File: src/rtl/encounter_gen.sv
// Random wild-encounter generator for the overworld: detects tile-aligned player
// steps once per frame, rolls an LFSR on grass, and hands off to battle mode.
module encounter_gen #(
  parameter logic [7:0]  ENC_THRESH = 8'd26,
  parameter int unsigned COOLDOWN   = 4,
  parameter logic [15:0] LFSR_SEED  = 16'hACE1
) (
  input  logic        vclk_in,
  input  logic        rst_in,
  input  logic [10:0] hcount_in,
  input  logic [9:0]  vcount_in,
  input  logic [10:0] map_x_in,
  input  logic [9:0]  map_y_in,
  input  logic        grass_in,
  input  logic        start_battle_in,
  input  logic        start_over_in,
  output logic        battle_trigger_out,
  output logic [2:0]  species_out,
  output logic [3:0]  level_out,
  output logic [7:0]  enc_count_out
);

  typedef enum logic [2:0] {
    ROAM      = 3'd0,
    CHECK     = 3'd1,
    TRIGGER   = 3'd2,
    IN_BATTLE = 3'd3,
    COOL      = 3'd4
  } state_t;

  localparam logic [7:0] COOL_LOAD = 8'(COOLDOWN);

  state_t      r_state;
  state_t      w_state_next;
  logic [15:0] r_lfsr;
  logic        r_pix0_d;
  logic        r_frame_tick;
  logic [10:0] r_last_x;
  logic [9:0]  r_last_y;
  logic [7:0]  r_cool;
  logic [7:0]  w_cool_next;
  logic        r_trigger;
  logic        w_trigger_next;
  logic [2:0]  r_species;
  logic [2:0]  w_species_next;
  logic [3:0]  r_level;
  logic [3:0]  w_level_next;
  logic [7:0]  r_count;
  logic [7:0]  w_count_next;

  logic        w_pix0;
  logic        w_lfsr_fb;
  logic        w_aligned;
  logic        w_moved;
  logic        w_step;

  assign w_pix0    = (hcount_in == 11'd0) && (vcount_in == 10'd0);
  assign w_lfsr_fb = r_lfsr[0] ^ r_lfsr[2] ^ r_lfsr[3] ^ r_lfsr[5];
  assign w_aligned = (map_x_in[3:0] == 4'd0) && (map_y_in[3:0] == 4'd0);
  assign w_moved   = ({map_x_in, map_y_in} != {r_last_x, r_last_y});
  assign w_step    = r_frame_tick && w_aligned && w_moved;

  // Right-shifting Fibonacci form of taps 16,14,13,11; free-running so the
  // roll depends on when the player lands on the tile.
  always_ff @(posedge vclk_in or posedge rst_in) begin
    if (rst_in) begin
      r_lfsr <= LFSR_SEED;
    end else begin
      r_lfsr <= {w_lfsr_fb, r_lfsr[15:1]};
    end
  end

  // Tick is the registered rising edge of the pixel-origin match, so a stalled
  // raster parked at (0,0) still yields a single tick.
  always_ff @(posedge vclk_in or posedge rst_in) begin
    if (rst_in) begin
      r_pix0_d     <= 1'b0;
      r_frame_tick <= 1'b0;
    end else begin
      r_pix0_d     <= w_pix0;
      r_frame_tick <= w_pix0 && !r_pix0_d;
    end
  end

  always_ff @(posedge vclk_in or posedge rst_in) begin
    if (rst_in) begin
      r_last_x <= 11'd0;
      r_last_y <= 10'd0;
    end else if (w_step) begin
      r_last_x <= map_x_in;
      r_last_y <= map_y_in;
    end
  end

  always_ff @(posedge vclk_in or posedge rst_in) begin
    if (rst_in) begin
      r_state   <= ROAM;
      r_cool    <= 8'd0;
      r_trigger <= 1'b0;
      r_species <= 3'd0;
      r_level   <= 4'd0;
      r_count   <= 8'd0;
    end else begin
      r_state   <= w_state_next;
      r_cool    <= w_cool_next;
      r_trigger <= w_trigger_next;
      r_species <= w_species_next;
      r_level   <= w_level_next;
      r_count   <= w_count_next;
    end
  end

  always_comb begin
    w_state_next   = r_state;
    w_cool_next    = r_cool;
    w_trigger_next = r_trigger;
    w_species_next = r_species;
    w_level_next   = r_level;
    w_count_next   = r_count;
    case (r_state)
      ROAM: begin
        if (w_step && grass_in) begin
          w_state_next = CHECK;
        end
      end
      CHECK: begin
        if (r_lfsr[7:0] < ENC_THRESH) begin
          w_trigger_next = 1'b1;
          w_species_next = r_lfsr[10:8];
          w_level_next   = 4'd2 + {1'b0, r_lfsr[13:11]};
          w_count_next   = (r_count == 8'hFF) ? r_count : r_count + 8'd1;
          w_state_next   = TRIGGER;
        end else begin
          w_state_next = ROAM;
        end
      end
      TRIGGER: begin
        if (start_battle_in) begin
          w_trigger_next = 1'b0;
          w_state_next   = IN_BATTLE;
        end
      end
      IN_BATTLE: begin
        // Both mode levels high means the battle screen has not released yet.
        if (start_over_in && !start_battle_in) begin
          if (COOL_LOAD == 8'd0) begin
            w_cool_next  = 8'd0;
            w_state_next = ROAM;
          end else begin
            w_cool_next  = COOL_LOAD;
            w_state_next = COOL;
          end
        end
      end
      COOL: begin
        if (w_step) begin
          if (r_cool <= 8'd1) begin
            w_cool_next  = 8'd0;
            w_state_next = ROAM;
          end else begin
            w_cool_next = r_cool - 8'd1;
          end
        end
      end
      default: begin
        w_state_next = ROAM;
      end
    endcase
  end

  assign battle_trigger_out = r_trigger;
  assign species_out        = r_species;
  assign level_out          = r_level;
  assign enc_count_out      = r_count;

endmodule

File: config.mk
export PLATFORM = sky130hd
export DESIGN_NAME = encounter_gen
export DESIGN_NICKNAME = d
export VERILOG_FILES = /design/src/rtl/encounter_gen.sv
export SDC_FILE = /design/constraint.sdc
export NUM_CORES = 1
export LEC_CHECK = 0
export BUFFER_PORTS_ARGS = -buffer_cell sky130_fd_sc_hd__buf_2
export CORE_MARGIN = 5
export CORE_UTILIZATION = 48
export CTS_CLUSTER_DIAMETER = 80
export DETAILED_ROUTE_END_ITERATION = 10
export HOLD_SLACK_MARGIN = 0.02
export MAX_ROUTING_LAYER = met4
export PLACE_DENSITY = 0.71
export SYNTH_ARGS = -nofsm -noshare
export SYNTH_HDL_FRONTEND = slang
export SYNTH_SLANG_ARGS = --single-unit
File: constraint.sdc
create_clock -name vclk_in -period 5.25 [get_ports vclk_in]
set_input_delay 1.05 -clock vclk_in [delete_from_list [all_inputs] [get_ports vclk_in]]
set_output_delay 1.05 -clock vclk_in [all_outputs]
set_load 0.01 [all_outputs]
======== After elaboration in Yosys (flattened, before gate mapping) ========
Index checks and enable logic that the tools add are counted.
cells by class
  $add $sub $neg .......................... 3
  order comparisons ....................... 2
  eq/ne operators ......................... 12
  multiplexer cells ....................... 14
  bitwise gates (word level) .............. 4
  reductions and logical operators ........ 21
operators with widths
  cell                   number
  $mux W8                3
  $ne A21 B21 Y1         1
  $pmux W8 S2            1
  $mux W3                5
  $pmux W3 S5            1
  $ne A2 B2 Y1 const B   6
  $logic_not A11 Y1      1
  $logic_not A10 Y1      1
  $reduce_and A3 Y1      3
  $add A8 B1 Y8 const B  1
  $eq A8 B8 Y1 const B   1
  $le A8 B1 Y1 const B   1
  $logic_not A4 Y1       2
  $lt A8 B5 Y1 const B   1
  $sub A8 B1 Y8 const B  1
  $logic_and A1 B1 Y1    7
  $eq A3 B2 Y1 const B   2
  $reduce_and A5 Y1      1
  $add A2 B3 Y4 const A  1
  $reduce_bool A2 Y1     2
  $eq A3 B1 Y1 const B   1
  $eq A3 B3 Y1 const B   1
  $logic_not A3 Y1       1
  $xor A1 B1 Y1          3
  6 further kinds        8
storage, ports and cells
  register bits after elaboration ......... 66
  input port bits ......................... 47
  output and inout bits ................... 16
  word-level logic and storage cells ...... 67

======== Longest topological paths before layout ========
Gate-level depths: netlist of run 1.
  depth in word-level cells ............... 7
  gate-level depth with buffers ........... 8
  gate-level depth less buffers ........... 7

======== Worst setup path before layout of run 1 ========
Ideal clock, no wire load.
  path type ............................... input -> register
  start ................................... input map_x_in[2]
  end ..................................... register r_cool[1]
  setup time .............................. 0.125 ns
  arrival ................................. 2.330 ns
  setup slack ............................. 2.796 ns
  stages .................................. 6
  buffers on the path ..................... 1
  path through ............................ xor2_1 -> nor4_1 -> nand4_1 -> buf_4 -> o21ai_2 -> mux2_2
between the ends
  cells in the longest elaborated chain, start to end .. 6
  elaborated cells on any way between the ends .. 7
  those cells by class .................... eq/ne (2); reduce/logical (5)
RTL lines
  what                                                    line  text
  from (decl)                                             12    input logic [10:0] map_x_in,
  branches (longest 3 deep; another with $ne A21 B21 Y1)  -
  $logic_and A1 B1 Y1 (*)                                 61    assign w_step = r_frame_tick && w_aligned && w_moved;
  $ne A2 B2 Y1 (no source line) (*)                       -
  $reduce_and A3 Y1 (no source line) (*)                  -
  to (signal assigned)                                    105   r_cool <= w_cool_next;
  to (decl)                                               40    logic [7:0] r_cool;
Mark *: on every way between the ends.
A chain may end at the register's enable or synchronous reset.

======== Worst setup path in the final report of run 1 ========
  start ................................... input map_y_in[1]
  end ..................................... register r_last_y[8]
between the ends
  cells in the longest elaborated chain, start to end .. 4
  elaborated cells on any way between the ends .. 5
  those cells by class .................... eq/ne (1); reduce/logical (4)
RTL lines
  what                                                    line  text
  from (decl)                                             13    input logic [9:0] map_y_in,
  branches (longest 3 deep; another with $ne A21 B21 Y1)  -
  $logic_and A1 B1 Y1 (*)                                 61
  to (signal assigned)                                    91    r_last_y <= map_y_in;
  to (decl)                                               39    logic [9:0] r_last_y;
Marked as above.

==> results.py, run 1 <==
metrics = {
    "floorplanning": {
        "dieArea_mm2": 0.00801,
        "start_util": 0.486,
        "rows": 29,
        "dieWidth_um": 89.5,
        "pin_count": 63,
        "coreArea_mm2": 0.00624,
        "die_h_um": 89.5,
    },
    "logic_synthesis": {
        "synthFlopType": "dfrtp_1",
        "async_reset_ff_frac": 1.00,
        "syn-cell-area_mm2": 0.00303,
        "synthCells": 243,
        "synth_edf_count": 0,
        "synth.distinct_cells": 52,
        "synth_nets": 294,
        "ys_ff_latch": 66,
        "yosysSeqAreaShare": 0.548,
        "post_synth.cell_area_avg_um2": 12.5,
        "yosysWarningCount": 0,
    },
    "clocking": {
        "h-tree-depth": 3,
        "cts_tree": "yes",
        "insertion_delay_ns": 0.34,
        "cts_resized": 0,
        "cts_buffers": 9,
        "cts_buffer_depth": 2,
        "cts-root-buf": "clkbuf_8",
        "hold_buffers": 0,
        "postCtsSetupRepairBufs": 0,
        "cts.sinks": 66,
        "path_clk_slew_ns": 0.08,
    },
    "timing": {
        "grt_setup_unrepaired": "false",
        "max_slew_margin": 0.423,
        "finalHoldViolCount": 0,
        "setup_viol": 0,
        "finClkSkew_ns": 0.00853,
        "setup_slack_ns": 2.35,
        "slew_violations": 0,
        "tightest_slew_ns": 0.866,
        "setup-tns-final_ns": 0,
        "finalCritPeriodShare": 0.552,
        "fin_crit_ns": 2.90,
        "fmax_mhz": 345,
    },
    "layout": {
        "area_growth_pct": 18.0,
        "fill_cells": 538,
        "antenna_cells": 0,
        "fin_nets": 362,
        "drive_above_1_share": 0.377,
    },
    "global_route": {
        "busiest_layer": "met2",
        "grt_antenna_before_repair": 0,
        "grt_util_met3": 0.0387,
        "grt_overflow": 0,
        "grtUsageMet2": 0.251,
        "grt_util_met1": 0.229,
        "grt_max_degree": 67,
        "grt_use_total": 0.169,
        "grt_pass1_vias": 2243,
        "grt_pass1_wl_mm": 10.2,
    },
    "setup_path": {
        "worstPathArrival_ns": 3.12,
        "worstSetupEndpointType": "register",
        "setup.worst_path.class": "input pin to register",
        "cp_data_required_time_ns": 5.47,
        "cp_max_fo": 22,
        "start_kind": "input pin",
    },
    "detailed_routing": {
        "drc": 0,
        "vias_per_cell": 5.44,
        "drt_iter0_drc": 119,
        "first_pass_iters": 4,
        "vias": 2137,
        "wl_per_cell_um": 14.8,
        "final_antenna_net_count": 0,
        "drt-total-wl_mm": 5.82,
    },
    "placement": {
        "portBuffers": 62,
        "pre_cts_slack_ns": 1.96,
        "gp_congestion": 0.843,
        "dp_hpwl_mm": 4.22,
    },
    "power": {
        "power_density_mw_per_mm2": 357,
        "ir_worst_vdd_mv": 0.219,
        "cellLeakagePower_nw": 1.82,
    },
    "outcome": {
        "outcome": "completed",
    },
    "min_path": {
        "hp-class": "register to register",
    },
    "job": {
        "maxCapViolations": 0,
    },
}
metrics by stage:
step / instances / hold slack, ns / total power, mW / util / area, µm²
final: 393 / 0.367 / 1.28 / 0.573 / 3580
after global routing: 393 / 0.377 / 1.36 / 0.573 / 3580
after CTS: 393 / 0.364 / 1.29 / 0.573 / 3580
after detailed placement: 377 / 0.350 / 0.907 / 0.545 / 3400
after global placement: 377 / 0.335 / 0.898 / 0.545 / 3400
after floorplan: 243 / 0.333 / 0.820 / - / 3030
cell type report:
class / count / area [µm²] / share of cell area
sequential: 66 / 1660 / 0.464
clock buffer: 9 / 124 / 0.0346
multi-input combinational: 167 / 1310 / 0.366
tap: 77 / 96.3 / 0.0269
clock inverter: 7 / 53.8 / 0.0150
timing repair buffer: 63 / 318 / 0.0888
inverter: 4 / 15.0 / 0.00420
cell usage after synthesis, types with 4 or more instances:
master / n / share of area
mux2_2: 21 / 0.078
inv_1: 4 / 0.0049
ha_1: 4 / 0.017
nand2_1: 11 / 0.014
nor3_1: 7 / 0.012
dfrtp_1: 58 / 0.48
nor2b_1: 10 / 0.021
nor2_1: 10 / 0.012
xnor2_1: 6 / 0.017
o21ai_1: 4 / 0.0066
xor2_1: 25 / 0.072
o2bb2ai_1: 4 / 0.012
nor4_1: 9 / 0.019
nand4_1: 6 / 0.012
nand3_1: 5 / 0.0082
dfstp_2: 8 / 0.069
sequential cells by signal, indices dropped and copies added, names as in the netlist:
name	flops
r_frame_tick	1
r_cool	8
level_out	4
r_last_y	10
enc_count_out	8
species_out	3
r_lfsr	16
r_pix0_d	1
r_state	3
battle_trigger_out	1
r_last_x	11
per-layer routing:
layer / part of all wire / wire (µm)
met1: 0.46 / 2660
met4: 0.011 / 65
met5: 0 / 0
met3: 0.052 / 301
met2: 0.48 / 2790
path summary, 6_finish.rpt:
kind	startpoint	cells past startpoint	endpoint	slack (ns)
hold reg to reg	r_lfsr[14]	0	r_lfsr[13]	0.37
max in group asynchronous	rst_in	3	r_last_x[3]	3.79
hold / removal	r_lfsr[14]	0	r_lfsr[13]	0.37
setup / recovery	map_y_in[1]	6	r_last_y[8]	2.35
setup reg to reg	r_last_x[6]	5	r_last_y[8]	2.77
min in group asynchronous	rst_in	3	enc_count_out[3]	0.94
layout by cell type (no fill, tap or decap), types with 3 or more instances in the layout:
cell type    n
nor3_1       7
and3_1       3
and2_1       3
dfrtp_1     58
ha_1         4
clkbuf_8     9
nand4_1      6
nor2b_1     10
nand2_1     11
a22oi_1      3
xor2_1      25
clkinvlp_4   3
mux2_2      21
inv_1        3
o21ai_1      4
dfstp_2      8
xnor2_1      6
nand3_1      5
buf_2       62
o2bb2ai_1    4
nor4_1       9
nor2_1      10
worst max-delay path, cell delays in order:
cell	delay [ns]
buf_2	0.11
xor2_1	0.16
nor4_1	0.32
nand4_1	0.42
o21a_1	0.63
mux2_2	0.41
report_power, final:
| part | leakage [nW] | total [mW] | switching (mW) | internal (mW) |
|---|---|---|---|---|
| combinational | 0.865 | 0.276 | 0.149 | 0.127 |
| clock | 0.0822 | 0.378 | 0.204 | 0.174 |
| sequential | 0.872 | 0.622 | 0.0686 | 0.553 |
cells by family (layout without fill, tap and decap cells):
| family | Yosys count | in the layout | synth area share |
|---|---|---|---|
| AO/OA/AOI/OAI | 33 | 33 | 0.0953 |
| XOR/XNOR | 31 | 31 | 0.0895 |
| adder cells (fa/ha/maj) | 4 | 4 | 0.0165 |
| buffers and inverters | 10 | 83 | 0.0202 |
| flip-flops | 66 | 66 | 0.548 |
| multiplexers | 21 | 21 | 0.0780 |
| AND/OR/NAND/NOR | 78 | 78 | 0.153 |
(Power assumes the default switching activity.)
==> run 2: changes to the inputs <==
--- a/config.mk
+++ b/config.mk
@@ -12,7 +12,7 @@
 export DETAILED_ROUTE_END_ITERATION = 10
 export HOLD_SLACK_MARGIN = 0.02
 export MAX_ROUTING_LAYER = met4
-export PLACE_DENSITY = 0.71
+export PLACE_DENSITY = 0.74
 export SYNTH_ARGS = -nofsm -noshare
 export SYNTH_HDL_FRONTEND = slang
 export SYNTH_SLANG_ARGS = --single-unit
==> constraint.sdc (replaced) <==
create_clock -name vclk_in -period 2.4 [get_ports vclk_in]
set_input_delay 0.48 -clock vclk_in [delete_from_list [all_inputs] [get_ports vclk_in]]
set_output_delay 0.48 -clock vclk_in [all_outputs]
set_load 0.01 [all_outputs]
==> run 2 against run 1 <==
Against the previous run: sequential power is 120% higher; largest power group unchanged; non-clock buffer count increased by 7; clock-buffer cell count unchanged; largest cell class unchanged; critical path type is now register to register.
==> results.py, run 2 (synthesis gave the netlist of run 1 again) <==
metrics = {
    "outcome": {
        "outcome": "completed",
    },
    "detailed_routing": {
        "first_pass_iters": 4,
        "wl_per_cell_um": 14.4,
        "final_antenna_net_count": 0,
        "drt_iter0_drc": 121,
        "vias_per_cell": 5.30,
        "vias": 2121,
        "drt-total-wl_mm": 5.76,
        "drc": 0,
    },
    "floorplanning": {
        "start_util": 0.486,
        "rows": 29,
        "pin_count": 63,
        "die_h_um": 89.5,
        "coreArea_mm2": 0.00624,
        "dieArea_mm2": 0.00801,
        "dieWidth_um": 89.5,
    },
    "setup_path": {
        "worstSetupEndpointType": "register",
        "r2r_start": "r_cool[2]",
        "cp_data_required_time_ns": 2.62,
        "worstPathArrival_ns": 2.32,
        "cp_max_fo": 9,
        "worstRegToRegCells": 5,
        "r2r_end": "r_cool[6]",
        "ff2ff_setup_slack_ns": 0.31,
        "start_kind": "register",
        "setup.worst_path.class": "register to register",
    },
    "placement": {
        "dp_hpwl_mm": 4.28,
        "gp_congestion": 0.815,
        "portBuffers": 62,
        "placedCellCount": 384,
        "placed_area_mm2": 0.00347,
    },
    "clocking": {
        "cts_resized": 0,
        "path_clk_slew_ns": 0.08,
        "cts_tree": "yes",
        "cts.sinks": 66,
        "insertion_delay_ns": 0.33,
        "h-tree-depth": 3,
        "cts_buffer_depth": 2,
        "hold_buffers": 0,
        "cts-root-buf": "clkbuf_8",
        "cts_buffers": 9,
        "postCtsSetupRepairBufs": 0,
    },
    "timing": {
        "slew_violations": 0,
        "finClkSkew_ns": 0.00571,
        "fmax_mhz": 477,
        "grt_setup_unrepaired": "false",
        "fin_crit_ns": 2.09,
        "finalCritPeriodShare": 0.873,
        "finalHoldViolCount": 0,
        "tightest_slew_ns": 0.669,
        "setup_viol": 0,
        "setup-tns-final_ns": 0,
        "max_slew_margin": 0.554,
    },
    "global_route": {
        "grt_use_total": 0.169,
        "grt_pass1_vias": 2177,
        "grt_antenna_before_repair": 0,
        "grt_overflow": 0,
        "grt_max_degree": 36,
        "grt_pass1_wl_mm": 10.1,
    },
    "power": {
        "power_density_mw_per_mm2": 792,
        "cellLeakagePower_nw": 1.87,
        "finalPower_mw": 2.90,
        "ir_worst_vdd_mv": 0.431,
    },
    "min_path": {
        "hp-class": "input pin to async pin",
    },
    "layout": {
        "drive_above_1_share": 0.390,
        "reg.largest.list": "r_lfsr x16, r_last_x x11, r_last_y x10",
        "final_cell_mix": "buf_2 (62), dfrtp_1 (58), xor2_1 (25)",
        "instances_no_fill": 400,
        "antenna_cells": 0,
        "largest_register_ff_count": 16,
        "final_area_mm2": 0.00367,
        "final_common_cell": "buf_2",
        "area_growth_pct": 20.9,
        "top_register": "r_lfsr",
        "fin_nets": 369,
    },
    "job": {
        "maxCapViolations": 0,
    },
}
[run 2: worst max-delay path by stage]
stage,slack (ns),end,cells past startpoint,startpoint
after floorplan,0.28,battle_trigger_out,1,rst_in
after global placement,0.32,r_cool[1],7,map_x_in[6]
after detailed placement,0.27,r_cool[1],7,map_x_in[6]
after CTS,0.31,r_cool[6],5,r_cool[2]
after global routing,0.21,r_cool[2],6,r_cool[0]
final,0.31,r_cool[6],5,r_cool[2]
[run 2: metal layers]
metal,routed length [µm],GRT usage,part of all wire
met1,2640,0.229,0.46
met2,2730,0.244,0.47
met3,290,0.0433,0.050
met4,92,0.0622,0.016
met5,0,-,0
[run 2: layout make-up]
type,instances,area [µm²]
Timing Repair Buffer,70,383
Clock buffer,9,124
Multi-Input combinational cell,167,1310
Tap cell,77,96.3
Sequential cell,66,1660
Inverter,4,15.0
Fill cell,541,2570
Clock inverter,7,76.3
[run 2: power by group]
group	switching [mW]	total, mW	leakage (nW)	internal, mW
clock network	0.442	0.929	0.0962	0.486
registers	0.149	1.36	0.872	1.21
logic	0.326	0.617	0.902	0.291
total	0.918	2.90	1.87	1.99
[run 2: worst max-delay path, cell delays in order, from the launching register on]
cell and delay (ns):
dfrtp_1 0.45, or4_4 0.60, o41a_1 0.50, a22oi_4 0.19
o21ai_2 0.07, a21o_1 0.17
[run 2: per-stage QoR]
stage | setup slack [ns] | hold slack [ns] | util
after floorplan | 0.278 | 0.333 | -
after global placement | 0.319 | 0.335 | 0.555
after detailed placement | 0.273 | 0.343 | 0.555
after CTS | 0.309 | 0.249 | 0.587
after global routing | 0.213 | 0.284 | 0.587
final | 0.305 | 0.243 | 0.587
==> run 3: changes to the inputs <==
==> constraint.sdc (replaced) <==
create_clock -name vclk_in -period 2.4 [get_ports vclk_in]
set_input_delay 0.12 -clock vclk_in [delete_from_list [all_inputs] [get_ports vclk_in]]
set_output_delay 0.12 -clock vclk_in [all_outputs]
set_load 0.01 [all_outputs]
==> run 3 against run 2 <==
Against the previous run: total power rose by 0.16%; global-route usage rose by 0.24 points; clock skew rose by 0.0017 ns; sequential share of layout area fell by 0.57 points; critical path depth fell by 1; final cell count rose by 1.0%; flip-flop and latch count did not move.
==> results.py, run 3 (synthesis gave the netlist of run 1 again) <==
metrics = {
    "clocking": {
        "postCtsSetupRepairBufs": 0,
        "h-tree-depth": 3,
        "cts_resized": 0,
        "cts-root-buf": "clkbuf_8",
        "insertion_delay_ns": 0.33,
        "path_clk_slew_ns": 0.08,
        "cts_buffers": 9,
        "cts_tree": "yes",
        "cts.sinks": 66,
        "cts_buffer_depth": 2,
        "hold_buffers": 3,
    },
    "detailed_routing": {
        "drc": 0,
        "vias": 2119,
        "vias_per_cell": 5.25,
        "drt_iter0_drc": 119,
        "first_pass_iters": 4,
        "drt-total-wl_mm": 5.93,
        "final_antenna_net_count": 0,
        "wl_per_cell_um": 14.7,
    },
    "floorplanning": {
        "dieWidth_um": 89.5,
        "die_h_um": 89.5,
        "rows": 29,
        "start_util": 0.486,
        "dieArea_mm2": 0.00801,
        "coreArea_mm2": 0.00624,
        "pin_count": 63,
    },
    "setup_path": {
        "crit_family": "compound AO/OA/AOI/OAI gates",
        "slowest_delay_ns": 0.60,
        "worstPathArrival_ns": 2.32,
        "cp_max_fo": 6,
        "cp_num_cells": 4,
        "worstPathCellList": "or4_4, o41ai_4, o311ai_1, a221o_1",
        "cp_data_required_time_ns": 2.62,
        "ff2ff_setup_slack_ns": 0.31,
        "crit_buf_inv": 0,
        "cpMaxStageDelayCell": "or4_4",
        "start_kind": "register",
        "setup.worst_path.class": "register to register",
        "worstSetupEndpointType": "register",
        "worstRegToRegCells": 4,
    },
    "timing": {
        "finClkSkew_ns": 0.00744,
        "fmax_mhz": 478,
        "setup_slack_ns": 0.306,
        "fin_crit_ns": 2.09,
        "slew_violations": 0,
        "finalCritPeriodShare": 0.872,
        "finalHoldViolCount": 0,
        "max_slew_margin": 0.484,
        "setup-tns-final_ns": 0,
        "grt_setup_unrepaired": "false",
        "tightest_slew_ns": 0.774,
        "setup_viol": 0,
    },
    "global_route": {
        "grt_use_total": 0.171,
        "grt_antenna_before_repair": 0,
        "grt_max_degree": 36,
        "grt_pass1_wl_mm": 10.1,
        "grt_pass1_vias": 2141,
        "grt_overflow": 0,
    },
    "layout": {
        "largest_register_ff_count": 16,
        "top_register": "r_lfsr",
        "fin_nets": 373,
        "final_common_cell": "buf_2",
        "area_growth_pct": 22.4,
        "reg.largest.list": "r_lfsr x16, r_last_x x11, r_last_y x10",
        "final_cell_mix": "buf_2 (62), dfrtp_1 (58), xor2_1 (25)",
        "antenna_cells": 0,
        "instances_no_fill": 404,
        "drive_above_1_share": 0.379,
    },
    "placement": {
        "pre_cts_slack_ns": 0.236,
        "portBuffers": 62,
        "gp_congestion": 0.893,
        "dp_hpwl_mm": 4.31,
        "placedCellCount": 382,
    },
    "power": {
        "power_density_mw_per_mm2": 784,
        "cellLeakagePower_nw": 1.90,
        "finalPower_mw": 2.91,
        "ir_worst_vdd_mv": 0.533,
    },
    "outcome": {
        "outcome": "completed",
    },
    "min_path": {
        "holdPathStages": 2,
        "hp-class": "input pin to register",
    },
    "job": {
        "maxCapViolations": 0,
    },
}
-- run 3: cell types whose count changed in the layout (fill, tap and decap cells not counted) --
cell	previous run	this run
inv_8	0	1
buf_4	7	5
clkinv_2	1	2
clkinv_4	1	2
inv_6	2	1
clkinvlp_4	2	0
dlygate4sd3_1	0	6
-- run 3: final timing paths --
kind                        startpoint           to
hold reg to reg             r_lfsr[14]   r_lfsr[13]
hold / removal             map_y_in[5]  r_last_y[5]
setup reg to reg             r_cool[2]   r_state[2]
setup / recovery             r_cool[2]   r_state[2]
min in group asynchronous       rst_in    r_cool[0]
max in group asynchronous       rst_in    r_lfsr[0]
-- run 3: layout make-up --
cell class              count  area, µm²
flip-flops and latches     66       1660
fillers                   536       2530
repair buffers             74        428
inverters                   4       15.0
clock inverters             7       77.6
clock buffers               9        124
well taps                  77       96.3
multi-input cells         167       1310
-- run 3: report_power, final --
part	internal, mW	switching (mW)
clock	0.490	0.448
sequential	1.21	0.144
combinational	0.292	0.325
total	1.99	0.917
-- run 3: worst reg2reg max path, stage by stage, from the launching register on --
cell      delay, ns
dfrtp_1        0.45
or4_4          0.60
o41ai_4        0.37
o311ai_1       0.25
a221o_1        0.33
-- run 3: layer usage --
metal	routed length (µm)	track usage	vias up	share of wire
met5	0	-	-	0
met1	2780	0.235	1012	0.47
met3	300	0.0433	4	0.051
met2	2790	0.248	64	0.47
li1	-	-	1039	-
met4	62	0.0568	0	0.010
-- run 3: per-stage QoR --
| step | utilization | cell area, µm² | hold WS (ns) |
|---|---|---|---|
| after global placement | 0.553 | 3450 | 0.275 |
| after CTS | 0.590 | 3680 | 0.0221 |
| after global routing | 0.595 | 3710 | 0.0239 |
| final | 0.595 | 3710 | 0.0414 |
| after floorplan | - | 3030 | 0.198 |
| after detailed placement | 0.553 | 3450 | 0.275 |
